$ cat src/rtl/citadel_pkg.sv
// Shared types and elaboration helpers for the key comparator.
// Sizing functions are evaluated at elaboration time only.
package citadel_pkg;

    typedef enum logic [1:0] {
        READY   = 2'd0,
        CHECK   = 2'd1,
        LOCKOUT = 2'd2
    } key_state_t;

    // Number of AND-4 levels needed to fold width bits to one (ceil log4, min 1).
    function automatic int stages_for(input int width);
        int s;
        int span;
        s    = 1;
        span = 4;
        while (span < width) begin
            span = span * 4;
            s    = s + 1;
        end
        return s;
    endfunction

    // Width rounded up to the next multiple of 4.
    function automatic int pad4(input int width);
        return ((width + 3) / 4) * 4;
    endfunction

    // Vector width seen at the input of reduction level lvl.
    function automatic int level_w(input int width, input int lvl);
        int w;
        w = width;
        for (int i = 0; i < lvl; i++) begin
            w = (w + 3) / 4;
        end
        return w;
    endfunction

endpackage

$ cat src/rtl/and4_reduce_stage.sv
// One registered level of the AND-4 match reduction tree.
// Short inputs are padded with 1s so they never mask a mismatch.
module and4_reduce_stage #(
    parameter int IN_W = 4
) (
    input  logic                     clk,
    input  logic                     r,
    input  logic [IN_W-1:0]          d,
    input  logic                     d_valid,
    output logic [(IN_W+3)/4-1:0]    q,
    output logic                     q_valid
);

    localparam int OUT_W = (IN_W + 3) / 4;
    localparam int PAD_W = OUT_W * 4;

    logic [PAD_W-1:0] pd;

    // Pad the input up to whole groups of four with neutral 1s.
    always_comb begin
        pd           = '1;
        pd[IN_W-1:0] = d;
    end

    // Register the AND of each group of four and carry the valid bit along.
    always_ff @(posedge clk or posedge r) begin
        if (r) begin
            q       <= '0;
            q_valid <= 1'b0;
        end else begin
            q_valid <= d_valid;
            for (int i = 0; i < OUT_W; i++) begin
                q[i] <= &pd[4*i +: 4];
            end
        end
    end

endmodule

$ cat src/rtl/key_compare_pipe.sv
// Pipelined key comparator with fail counting and timed lockout.
// Bitwise XNOR is registered, folded by AND-4 stages, then reported.
module key_compare_pipe
    import citadel_pkg::*;
#(
    parameter int KEY_W       = 32,
    parameter int MAX_FAILS   = 3,
    parameter int LOCK_CYCLES = 256
) (
    input  logic                               clk,
    input  logic                               r,
    input  logic                               in_valid,
    output logic                               in_ready,
    input  logic [KEY_W-1:0]                   in_key,
    input  logic [KEY_W-1:0]                   ref_key,
    input  logic                               clr_fails,
    output logic                               res_valid,
    output logic                               res_match,
    output logic                               locked,
    output logic [$clog2(MAX_FAILS+1)-1:0]     fail_cnt
);

    localparam int S  = stages_for(KEY_W);
    localparam int P0 = pad4(KEY_W);
    localparam int FW = $clog2(MAX_FAILS + 1);
    localparam int TW = $clog2(LOCK_CYCLES + 1);

    localparam logic [FW-1:0] MAXF      = FW'(MAX_FAILS);
    localparam logic [TW-1:0] LOCK_LOAD = TW'(LOCK_CYCLES - 1);

    key_state_t       state;
    logic [TW-1:0]    timer;
    logic [P0-1:0]    xn;
    logic [P0-1:0]    s0_vec;
    logic             s0_valid;
    logic             last_q;
    logic             last_v;
    logic             accept;
    logic [FW-1:0]    cnt_base;
    logic [FW-1:0]    cnt_inc;

    assign accept = in_valid & in_ready;

    // Per-bit equality, padded with 1s up to a multiple of four.
    always_comb begin
        xn            = '1;
        xn[KEY_W-1:0] = ~(in_key ^ ref_key);
    end

    // Stage 0 captures the per-bit match vector on an accepted attempt.
    always_ff @(posedge clk or posedge r) begin
        if (r) begin
            s0_vec   <= '1;
            s0_valid <= 1'b0;
        end else begin
            s0_valid <= accept;
            if (accept) begin
                s0_vec <= xn;
            end
        end
    end

    for (genvar k = 0; k < S; k++) begin : g_lvl
        localparam int IW = level_w(P0, k);
        localparam int OW = (IW + 3) / 4;
        logic [OW-1:0] q;
        logic          v;
        if (k == 0) begin : g_first
            and4_reduce_stage #(
                .IN_W(IW)
            ) u_stage (
                .clk     (clk),
                .r       (r),
                .d       (s0_vec),
                .d_valid (s0_valid),
                .q       (q),
                .q_valid (v)
            );
        end else begin : g_next
            and4_reduce_stage #(
                .IN_W(IW)
            ) u_stage (
                .clk     (clk),
                .r       (r),
                .d       (g_lvl[k-1].q),
                .d_valid (g_lvl[k-1].v),
                .q       (q),
                .q_valid (v)
            );
        end
    end

    assign last_q = g_lvl[S-1].q[0];
    assign last_v = g_lvl[S-1].v;

    // Register the final tree output as a one-cycle result pulse.
    always_ff @(posedge clk or posedge r) begin
        if (r) begin
            res_valid <= 1'b0;
            res_match <= 1'b0;
        end else begin
            res_valid <= last_v;
            res_match <= last_v & last_q;
        end
    end

    // Admin clear in flight wins over the old count; increment saturates.
    always_comb begin
        cnt_base = clr_fails ? '0 : fail_cnt;
        cnt_inc  = (cnt_base == MAXF) ? cnt_base : cnt_base + FW'(1);
    end

    // Attempt FSM with fail counter, lockout timer and registered outputs.
    always_ff @(posedge clk or posedge r) begin
        if (r) begin
            state    <= READY;
            in_ready <= 1'b1;
            locked   <= 1'b0;
            fail_cnt <= '0;
            timer    <= '0;
        end else begin
            unique case (state)
                READY: begin
                    if (clr_fails) begin
                        fail_cnt <= '0;
                        timer    <= '0;
                    end
                    if (accept) begin
                        state    <= CHECK;
                        in_ready <= 1'b0;
                    end else begin
                        in_ready <= 1'b1;
                    end
                end
                CHECK: begin
                    in_ready <= 1'b0;
                    if (last_v) begin
                        if (last_q) begin
                            fail_cnt <= '0;
                            state    <= READY;
                        end else begin
                            fail_cnt <= cnt_inc;
                            if (cnt_inc == MAXF) begin
                                state  <= LOCKOUT;
                                locked <= 1'b1;
                                timer  <= LOCK_LOAD;
                            end else begin
                                state <= READY;
                            end
                        end
                    end else if (clr_fails) begin
                        fail_cnt <= '0;
                    end
                end
                LOCKOUT: begin
                    if (clr_fails || timer == '0) begin
                        state    <= READY;
                        locked   <= 1'b0;
                        fail_cnt <= '0;
                        timer    <= '0;
                        in_ready <= 1'b1;
                    end else begin
                        timer <= timer - TW'(1);
                    end
                end
                default: begin
                    state    <= READY;
                    in_ready <= 1'b1;
                    locked   <= 1'b0;
                end
            endcase
        end
    end

endmodule

$ cat config.mk
export PLATFORM = sky130hd
export DESIGN_NAME = key_compare_pipe
export DESIGN_NICKNAME = d
export VERILOG_FILES = /design/src/rtl/citadel_pkg.sv /design/src/rtl/and4_reduce_stage.sv /design/src/rtl/key_compare_pipe.sv
export SDC_FILE = /design/constraint.sdc
export NUM_CORES = 1
export LEC_CHECK = 0
export ABC_AREA = 1
export CAP_MARGIN = 15
export CORE_AREA = 10 10 90 112
export DETAILED_ROUTE_END_ITERATION = 6
export DIE_AREA = 0 0 100 122
export GPL_ROUTABILITY_DRIVEN = 0
export PLACE_DENSITY_LB_ADDON = 0.05
export SYNTH_ARGS = -nofsm -noshare
export SYNTH_HDL_FRONTEND = slang
export SYNTH_SLANG_ARGS = --single-unit
$ cat constraint.sdc
create_clock -name clk -period 2.4 [get_ports clk]
set_clock_uncertainty 0.05 [all_clocks]
set_input_delay 0.48 -clock clk [delete_from_list [all_inputs] [get_ports clk]]
set_output_delay 0.48 -clock clk [all_outputs]
set_load 0.02 [all_outputs]
# --- After elaboration in Yosys (flattened, before gate mapping) ---
# Index checks and enable logic that the tools add are counted.
# W data, S select, Z words.
classes:
  n_reduce_logical: 19
  n_eq_ne: 10
  add_sub_neg: 2
  bitwise: 5
  n_mux: 25
op_table:
  columns: ["cell", "count"]
  rows:
  - ["$mux W9", 5]
  - ["$reduce_and A4 Y1", 10]
  - ["$not A32 Y32", 1]
  - ["$xor A32 B32 Y32", 1]
  - ["$pmux W9 S3", 1]
  - ["$mux W2", 9]
  - ["$pmux W2 S3", 2]
  - ["$ne A2 B2 Y1 const B", 5]
  - ["$reduce_and A5 Y1", 2]
  - ["$logic_not A9 Y1", 1]
  - ["$sub A9 B1 Y9 const B", 1]
  - ["$eq A2 B2 Y1 const B", 3]
  - ["$mux W1", 6]
  - ["$pmux W1 S3", 2]
  - ["$reduce_and A2 Y1", 2]
  - ["$reduce_and A3 Y1", 1]
  - ["$reduce_bool A3 Y1", 1]
  - ["$add A2 B1 Y2 const B", 1]
  - ["$and A1 B1 Y1", 2]
  - ["$eq A2 B1 Y1 const B", 1]
  - ["$logic_not A2 Y1", 1]
  - ["$ne A2 B1 Y1 const B", 1]
  - ["$logic_or A1 B1 Y1", 1]
  - ["$not A1 Y1", 1]
word_totals:
  output_inout_bits: 6
  word_cells: 76
  ff_bits: 64

# --- Longest topological paths before layout ---
logic_depth:
  depth_word: 8
  mapped_depth: 10

# --- By module ---
# From an unflattened synthesis, not the netlist that was laid out.
hier_totals:
  hier_cells: 351
  area_unflattened_um2: 3120.5
modules_own_cells:
  columns: ["module", "cells_per_inst", "seq_area_each_um2", "area_per_inst_um2", "n_inst"]
  rows:
  - ["key_compare_pipe", 302, 1292.5, 2638.8, 1]
  - ["and4_reduce_stage at g_lvl[0].g_first.u_stage", 34, 225.2, 319.1, 1]
  - ["and4_reduce_stage at g_lvl[1].g_next.u_stage", 10, 75.1, 101.3, 1]
  - ["and4_reduce_stage at g_lvl[2].g_next.u_stage", 5, 50.0, 61.3, 1]

# --- Least setup slack after synthesis ---
# No wires, ideal clock.
synth_timing:
  path_type: "register -> register"
  startpoint: "register state[1]"
  endpoint: "register timer[0]"
  n_path_buf: 0
  path_slack_ns: 0.888
  stages_incl_launch_ff: 10
  period_less_slack_ns: 1.512
  arrival_ns: 1.397
  setup_time_ns: 0.065
  required_ns: 2.285
  path_cell_list: "dfrtp_1 -> inv_1 -> ha_1 -> nand2_2 -> nand2_4 -> nor2_8 -> nand3_4 -> nor2_4 -> nand2_1 -> nand2_1"
synth_between:
  elab_chain_len: 3
  word_cells_on_any_way: 10
synth_rtl:
  columns: ["item", "line_no", "text"]
  rows:
  - ["start, declared", "key_compare_pipe.sv:31", "key_state_t state;"]
  - ["start signal, assigned", "key_compare_pipe.sv:116", "state <= READY;"]
  - ["start signal, assigned", "key_compare_pipe.sv:129", "state <= CHECK;"]
  - ["start signal, assigned", "key_compare_pipe.sv:140", "state <= READY;"]
  - ["$eq A2 B1 Y1 (tied with other cells)", "key_compare_pipe.sv:122", "unique case (state)"]
  - ["$ne A2 B2 Y1 (no source line) (tied with other cells)", null, null]
  - ["$reduce_and A5 Y1 (no source line)", null, null]
  - ["end signal, assigned", "key_compare_pipe.sv:163", "timer <= timer - TW'(1);"]
  - ["end, declared", "key_compare_pipe.sv:32", "logic [TW-1:0] timer;"]
# Several ways; a longest one is shown, not always the timed one.
# A chain may end at the register's enable or synchronous reset.

# --- Worst setup path in the final report ---
layout_timing:
  startpoint: "register in_ready"
  endpoint: "output in_ready"
layout_lines:
  columns: ["item", "line_no", "text"]
  rows:
  - ["start, declared", "key_compare_pipe.sv:13", "output logic in_ready,"]
  - ["start signal, assigned", "key_compare_pipe.sv:117", "in_ready <= 1'b1;"]
  - ["start signal, assigned", "key_compare_pipe.sv:130", "in_ready <= 1'b0;"]
  - ["start signal, assigned", "key_compare_pipe.sv:132", "in_ready <= 1'b1;"]
# No word-level cell between the ends.

==> key figures <==
Routing
  – Initial DRC count: 56
  – Vias: 2,332
  – Antenna-violating nets left: 0
  – Via/cell ratio: 4.44
  – Final wirelength: 6170 um
  – DRC errors left: 0
  – TritonRoute pass-1 iters: 4
  – Drt wl/cell: 11.8 um

Logic synthesis
  – Largest cells by area after synthesis: dfstp_2 (28%), dfrtp_1 (25%), nand2_1 (14%), xor2_1 (10%), o21ai_0 (5.4%)
  – Synthesized area per cell: 9.00 um2
  – Async SR Flop Fraction: 100%
  – Most frequent cell after synthesis: nand2_1
  – Main synth FF type: dfstp_2
  – Synth cell count leaders: nand2_1 (118), xor2_1 (36), dfstp_2 (33), o21ai_0 (33), dfrtp_1 (31)
  – #FFs+latches synth: 64
  – Seq/Total Area, Yosys: 53.2%
  – Number of synthesized flops with an enable pin: 0
  – Yosys top cell by area: dfstp_2
  – Net count after synthesis: 417
  – Mapped cell area: 3090 um2
  – Synth Warn #: 0
  – Post-synth top area share: 28.1%
  – Cells after synthesis: 343
  – Cell variety after synth: 28

Worst setup path
  – CP Data Required Time: 1870 ps
  – CP Depth: 1
  – CP max FO: 3
  – Top Family by Delay on Critical Path: buffers and inverters
  – Worst path cell trace: clkdlybuf4s50_1
  – Flop2flop setup slack: 670 ps
  – Slowest CP cell: clkdlybuf4s50_1
  – Crit start category: flip-flop
  – CP Capture Type: output pin
  – Worst R2R Path Depth: 9
  – CP endpoint: in_ready
  – Critical Path AT: 1480 ps
  – Slowest stage delay, CP: 600 ps
  – CP Class: flip-flop to output pin
  – Buf/Inv on CP: 1
  – Crit path from: in_ready$_DFFE_PP1P_
  – Reg2reg start: state[1]$_DFFE_PP0P_
  – RR Endpoint: timer[1]$_DFFE_PP0P_

CTS
  – Clock Pin Slew Worst Setup and Hold Paths: 70 ps
  – Clock root cell: clkbuf_8
  – Clk buf depth: 2
  – Hold_buf cts: 0
  – Clk sinks: 64
  – Num CTS Buffers: 9
  – CTS tree: built
  – Post-CTS setup buffer count: 0
  – Max H-tree Level: 3
  – Worst skew pair latency: 330 ps
  – # resized after CTS: 0

Timing
  – RSZ-0062 raised after global routing: no
  – Setup Viol. Count Final: 0
  – Max Slew Vio Count: 0
  – Final Hold Fails: 0
  – Post-route setup TNS: 0 ps
  – Tmin final: 2010 ps
  – Slew margin rel.: 77.8%
  – Maximum operating frequency: 498 MHz
  – Final period utilization: 83.7%
  – Measured slew at the worst slew-check pin: 333 ps

Global routing
  – Largest net degree at the start of global routing: 65
  – Total global-route track usage: 10.6%
  – Number of global-route vias before repair: 2,464
  – First-pass GRT wire length: 10,600 um
  – Initial antenna violation count: 0
  – Gr ovfl total: 0

Cells and area
  – Util after Layout: 52.2%
  – Nets: 497
  – Fill cells: 766
  – Ratio of cells with drive above 1 in the final layout: 14.5%
  – Antenna cells: 0
  – Area Overhead vs Synth: 35.4%

Floorplanning
  – Total core area: 8010 um2
  – Row count: 37
  – Num ports: 74
  – Die area: 12,200 um2
  – Initial Utilization: 38.5%
  – Horiz. Die Dim: 100 um
  – DIE HEIGHT: 122 um

Power
  – Maximum vdd drop: 421 uV
  – PD cells: 898 nW/um2
  – Leakage power: 1.94 nW
  – Total power: 0.00375 W

Placed design
  – HPWL after DPL: 4600 um
  – PortBufs: 73

Outcome
  – Status: completed

Worst hold path
  – HP Class: flip-flop to flip-flop

Flow run
  – Max-cap viol count: 0
[through the flow]
stage	hold WS [ps]	instances	setup WS [ps]	area, um2
after floorplan	281	343	327	3090
after global placement	287	509	514	3960
after detailed placement	285	509	488	3960
after CTS	301	525	360	4180
after global routing	309	525	336	4180
final	299	525	391	4180
[kinds of logic (layout without fill, tap and decap cells)]
kind of cell               after synthesis  in the layout  synth area share [%]
DFF                                     64             64                  53.2
and+or+nand+nor                        160            160                  22.6
xor gates and xnor gates                38             38                  10.8
buffers and inverters                   37            122                  4.62
AOI/OAI and AO/OA                       38             38                  6.32
adders and majority gates                6              6                  2.43
[power breakdown]
group          leakage (nW)  total, W  switching (W)  internal [W]
clock                 0.106   0.00102       0.000408      0.000612
sequential            0.769   0.00179       0.000174       0.00161
combinational          1.07  0.000949       0.000523      0.000426
total                  1.94   0.00375        0.00111       0.00265
[cell type report]
| cell class | count | area (um2) | share of cell area (%) |
|---|---|---|---|
| clock buffers | 11 | 141 | 3.38 |
| inverters | 30 | 113 | 2.69 |
| well taps | 97 | 121 | 2.90 |
| clock inverters | 5 | 80.1 | 1.92 |
| repair buffers | 76 | 778 | 18.6 |
| multi-input cells | 242 | 1300 | 31.2 |
| flip-flops and latches | 64 | 1640 | 39.3 |
[worst min path at each step]
stage | start | to | slack (ps) | cells past startpoint
2_1_floorplan | s0_valid$_DFF_PP0_ | g_lvl[0].g_first.u_stage.q_valid$_DFF_PP0_ | 280 | 0
3_3_place_gp | g_lvl[1].g_next.u_stage.q_valid$_DFF_PP0_ | g_lvl[2].g_next.u_stage.q_valid$_DFF_PP0_ | 290 | 0
3_5_place_dp | g_lvl[1].g_next.u_stage.q_valid$_DFF_PP0_ | g_lvl[2].g_next.u_stage.q_valid$_DFF_PP0_ | 280 | 0
4_1_cts | g_lvl[1].g_next.u_stage.q_valid$_DFF_PP0_ | g_lvl[2].g_next.u_stage.q_valid$_DFF_PP0_ | 300 | 0
5_1_grt | g_lvl[1].g_next.u_stage.q_valid$_DFF_PP0_ | g_lvl[2].g_next.u_stage.q_valid$_DFF_PP0_ | 310 | 0
6_report | g_lvl[1].g_next.u_stage.q_valid$_DFF_PP0_ | g_lvl[2].g_next.u_stage.q_valid$_DFF_PP0_ | 300 | 0
[cells in the final DEF (no fill, tap or decap), drive strengths merged, types with 2 or more instances in the layout]
master / instances
nand2: 122
clkdlybuf4s50: 73
xor2: 36
inv: 24
dfstp: 33
o21ai: 36
dfrtp: 31
bufinv: 2
nand4: 3
clkbuf: 11
nand3: 5
clkinv: 7
xnor2: 2
clkinvlp: 2
nor2: 25
nor3: 2
buf: 3
ha: 6
[per-layer routing]
| metal | up-vias | part of all wire (%) | track usage, % |
|---|---|---|---|
| met5 | - | 0 | 0 |
| met2 | 52 | 49 | 17.5 |
| met1 | 1062 | 45 | 12.2 |
| met4 | 0 | 0.65 | 4.25 |
| met3 | 2 | 5.3 | 3.91 |
| li1 | 1216 | - | - |
[registers in the layout (all words and copies together) (netlist names)]
register and cells:
timer 9, g_lvl.g_first.u_stage.q 8, g_lvl.g_next.u_stage.q_valid 2, s0_vec 32, g_lvl.g_first.u_stage.q_valid 1, s0_valid 1
locked 1, g_lvl.g_next.u_stage.q 3, in_ready 1, res_match 1, res_valid 1, fail_cnt 2
state 2
(Power assumes the default switching activity.)
==> patch 1 (same settings) <==
Register the output `fail_cnt` once more, with the module's reset; this adds one clock of latency there. The other outputs are not delayed to match.
--- a/src/rtl/key_compare_pipe.sv
+++ b/src/rtl/key_compare_pipe.sv
@@ -27,6 +27,8 @@
 
     localparam logic [FW-1:0] MAXF      = FW'(MAX_FAILS);
     localparam logic [TW-1:0] LOCK_LOAD = TW'(LOCK_CYCLES - 1);
+
+    logic [$clog2(MAX_FAILS+1)-1:0] fail_cnt_s0;
 
     key_state_t       state;
     logic [TW-1:0]    timer;
@@ -106,7 +108,7 @@
 
     // Admin clear in flight wins over the old count; increment saturates.
     always_comb begin
-        cnt_base = clr_fails ? '0 : fail_cnt;
+        cnt_base = clr_fails ? '0 : fail_cnt_s0;
         cnt_inc  = (cnt_base == MAXF) ? cnt_base : cnt_base + FW'(1);
     end
 
@@ -116,13 +118,13 @@
             state    <= READY;
             in_ready <= 1'b1;
             locked   <= 1'b0;
-            fail_cnt <= '0;
+            fail_cnt_s0 <= '0;
             timer    <= '0;
         end else begin
             unique case (state)
                 READY: begin
                     if (clr_fails) begin
-                        fail_cnt <= '0;
+                        fail_cnt_s0 <= '0;
                         timer    <= '0;
                     end
                     if (accept) begin
@@ -136,10 +138,10 @@
                     in_ready <= 1'b0;
                     if (last_v) begin
                         if (last_q) begin
-                            fail_cnt <= '0;
+                            fail_cnt_s0 <= '0;
                             state    <= READY;
                         end else begin
-                            fail_cnt <= cnt_inc;
+                            fail_cnt_s0 <= cnt_inc;
                             if (cnt_inc == MAXF) begin
                                 state  <= LOCKOUT;
                                 locked <= 1'b1;
@@ -149,14 +151,14 @@
                             end
                         end
                     end else if (clr_fails) begin
-                        fail_cnt <= '0;
+                        fail_cnt_s0 <= '0;
                     end
                 end
                 LOCKOUT: begin
                     if (clr_fails || timer == '0) begin
                         state    <= READY;
                         locked   <= 1'b0;
-                        fail_cnt <= '0;
+                        fail_cnt_s0 <= '0;
                         timer    <= '0;
                         in_ready <= 1'b1;
                     end else begin
@@ -172,5 +174,13 @@
         end
     end
 
+    always_ff @(posedge clk or posedge r) begin
+        if (r) begin
+            fail_cnt <= '0;
+        end else begin
+            fail_cnt <= fail_cnt_s0;
+        end
+    end
+
 endmodule
 
Behaviour: not the same (Yosys sat finds a counterexample within 10 cycles, from zero or initial values).
==> patch 1 against the unedited design <==
Area after synthesis up 0.85%. Worst hold slack better by 0.0063 ns. Routed wire length up 1.9%. Critical endpoint unchanged. Critical path depth unchanged. Sequential cell count up 2. Die area unchanged. Highest routed layer unchanged. Worst setup slack worse by 0.020 ns. Total power up 23%. Critical path type unchanged. Design area up 0.51%.
==> patch 1: results (changes against the unedited design) <==
Global route
  • Vias in the first global route: 2586 (+5.0%)
  • GRT Util Overall: 11.05% (+0.42 points)
  • Global-route wire length before repair: 11.14 mm (+5.0%)
  • Largest net degree at the start of global routing: 67 (+3.1%)

Min path
  • Hold Path End: g_lvl[0].g_first.u_stage.q_valid

Synthesis
  • Synth Area in XOR/XNOR: 9.566% (-1.2 points)
  • Post-synth top cells: 122 x nand2_1, 36 x o21ai_0, 34 x xor2_1, 33 x dfrtp_1, 33 x dfstp_2
  • Synth area leaders: dfstp_2 28%, dfrtp_1 27%, nand2_1 15%
  • Share of the synthesized area in compound gates (AO/OA/AOI/OAI): 7.154% (+0.83 points)
  • Number of distinct library cells after synthesis: 25 (-11%)
  • Post-Synth Adder-Cell Area: 2.412% (-0.021 points)
  • Synth Net Count: 420 (+0.72%)
  • Sequential area share after synthesis: 54.38% (+1.2 points)

Route
  • Initial DRC count: 83 (+48%)
  • Drt wl/cell: 11.95 um (+1.7%)
  • First-pass DRT Iterations: 6 (+2)
  • Via count: 2375 (+1.8%)

Clock network
  • Worst-case clock buffer depth: 2 (unchanged)

Pwr
  • Peak supply drop: 0.0004909 V (+17%)
  • Switch share: 34.14% (+4.7 points)

Setup path
  • Reg-to-reg endpoint: timer[8]
  • Worst R2R Path Depth: 7 (-2)
  • Reg2Reg Setup Slack: 0.73 ns (+0.06 ns)

Cells and area
  • Share of cells above drive strength 1: 15.15% (+0.67 points)
  • Nets: 499 (+0.40%)

Outcome
  • Status: finished clean

STA
  • Slew margin rel.: 77.42% (-0.35 points)
==> patch 1: cell types whose count changed in the layout (fill, tap and decap cells not counted), moves of 3 or more <==
cell / unedited run / this run
clkinv_1: 6 / 0
nand2_1: 117 / 121
o21ai_0: 33 / 36
nor2_2: 0 / 3
a21oi_1: 0 / 3
==> patch 1: power groups by stage <==
stage / logic, uW / clock network [uW] / registers (uW)
floorplan: 1160 / 0 / 1960
global placement: 1570 / 0 / 1990
detailed placement: 1600 / 0 / 2000
CTS: 1610 / 1090 / 1990
global route: 1860 / 1140 / 2050
finish: 1570 / 1060 / 1980
==> patch 1: per-stage QoR <==
stage	instance area, um2	cells	setup slack (ns)
floorplan	3113	346	0.2698
global placement	3973	511	0.5226
detailed placement	3973	511	0.4993
CTS	4202	526	0.3426
global route	4202	526	0.3237
finish	4202	526	0.3709
==> patch 1: layer usage <==
metal / track usage (%) / up-vias / routed length [um]
met1: 12.18 / 1084 / 2686
met4: 5.664 / 0 / 97
met3: 3.341 / 7 / 309
li1: - / 1238 / -
met2: 18.80 / 46 / 3195
met5: 0 / - / 0
==> patch 1: final cells by class <==
| class | instances | area share (%) |
|---|---|---|
| Timing Repair Buffer | 76 | 18.52 |
| Inverter | 23 | 2.055 |
| Sequential cell | 66 | 40.29 |
| Multi-Input combinational cell | 249 | 30.79 |
| Clock buffer | 13 | 4.020 |
| Tap cell | 97 | 2.889 |
| Clock inverter | 2 | 1.429 |
==> patch 1: logic make-up (layout without fill, tap and decap cells) <==
logic type                 after synthesis  count (layout)
buffers and inverters                   31             114
DFF                                     66              66
AOI/OAI and AO/OA                       43              43
adders and majority gates                6               6
xor gates and xnor gates                34              34
and+or+nand+nor                        166             166
==> patch 2 (same settings) <==
Without the edit above. The parameter `KEY_W` goes from 32 to 16.
--- a/src/rtl/key_compare_pipe.sv
+++ b/src/rtl/key_compare_pipe.sv
@@ -3,7 +3,7 @@
 module key_compare_pipe
     import citadel_pkg::*;
 #(
-    parameter int KEY_W       = 32,
+    parameter int KEY_W       = 16,
     parameter int MAX_FAILS   = 3,
     parameter int LOCK_CYCLES = 256
 ) (
Ports: changed (resized in_key and ref_key); port bits go from 74 to 42. No check against the original RTL was run, so the function may have changed too.
==> patch 2 against the unedited design <==
Critical path depth did not move. Design area is 33% lower. Worst setup slack gained 0.032 ns. Via count shrank 28%. Routed wire length fell by 25%. Die area unchanged. Total power shrank 41%. Sequential cell count down 23. Non-clock buffer count shrank 33. Area after synthesis decreased by 29%. Worst hold slack better by 0.0042 ns. Sequential share of layout area fell by 1.8 points.
==> patch 2: results (changes against the unedited design) <==
Clock network
  • Clk Latency, worst-skew pair: 0.28 ns (-0.05 ns)
  • Clock buffer count from CTS: 5 (-4)
  • H-tree levels: 2 (-1)

Global route
  • Largest net degree at the start of global routing: 42 (-35%)
  • Met1 Resource Use GR: 9.593% (-2.6 points)
  • Vias in the first global route: 1770 (-28%)
  • GRT Util Overall: 8.223% (-2.4 points)

Synthesis
  • Synth Net Count: 303 (-27%)
  • Post-synth top cells: 88 x nand2_1, 24 x dfrtp_1, 21 x xor2_1, 20 x inv_1, 19 x nor2_1
  • Synth area leaders: dfrtp_1 27%, dfstp_2 20%, nand2_1 15%

Cells and area
  • Area taken by multi-input logic gates: 994.7 um2 (-24%)
  • Share of cells above drive strength 1: 14.01% (-0.48 points)
  • Biggest regs: s0_vec: 16 flops, timer: 9 flops, g_lvl.g_first.u_stage.q: 4 flops
  • Fillers: 865 (+13%)

Pwr
  • Static Leak: 0.001336 uW (-31%)
  • Peak supply drop: 0.0003204 V (-24%)

Outcome
  • Status: finished clean

Route
  • Via count: 1673 (-28%)
  • Initial DRC count: 61 (+8.9%)
  • Routed vias/inst: 4.141 (-6.8%)

Place
  • Placed Area: 0.002713 mm2 (-31%)
  • Port Buffers: 41 (-44%)
  • Inst Count DP: 396 (-22%)
  • Worst slack, placed: 0.4297 ns (-0.05823 ns)

Setup path
  • Critical path data arrival time: 1.45 ns (-0.03 ns)

Min path
  • Hold wc startpoint: g_lvl[0].g_first.u_stage.q_valid
## patch 2: cell types whose count changed after synthesis, moves of 3 or more
cell	unedited run	this run
buf_2	3	0
nand3_1	4	8
xor2_1	36	21
inv_1	23	20
o21ai_0	33	18
nand2_1	118	88
dfstp_2	33	17
nor2_1	23	19
inv_2	1	5
dfrtp_1	31	24
## patch 2: final timing paths
path,cells past startpoint,slack (ns),endpoint
worst max-delay path,1,0.42,in_ready
worst min register to register,0,0.30,g_lvl[1].g_next.u_stage.q_valid
max in group asynchronous,3,1.34,s0_vec[8]
worst max register to register,8,0.75,timer[1]
worst min-delay path,0,0.30,g_lvl[1].g_next.u_stage.q_valid
min in group asynchronous,3,0.57,timer[8]
## patch 2: power groups by stage
stage	sequential (uW)	combinational, uW	clock (uW)
after floorplan	1110	456	0
after global placement	1100	701	0
after detailed placement	1100	703	0
after CTS	1090	707	465
after global routing	1120	797	495
final	1090	690	436
## patch 2: routing by layer
| metal | vias up | part of all wire, % |
|---|---|---|
| met2 | 41 | 48 |
| met3 | 4 | 4.8 |
| met5 | - | 0 |
| met4 | 0 | 1.2 |
| met1 | 735 | 46 |
| li1 | 893 | - |
## patch 2: logic make-up after synthesis
group                    synth area share (%)
XOR/XNOR                                8.376
adder cells (fa/ha/maj)                 3.419
AND/OR/NAND/NOR                         26.95
AO/OA/AOI/OAI                           6.553
flip-flops                              47.69
buffers and inverters                   7.009
## patch 2: cell type report
type                       count  area share (%)
clock buffer                   8           2.867
inverter                      33           4.435
multi-input combinational    182           35.62
sequential                    41           37.50
tap                           97           4.346
timing repair buffer          43           15.23
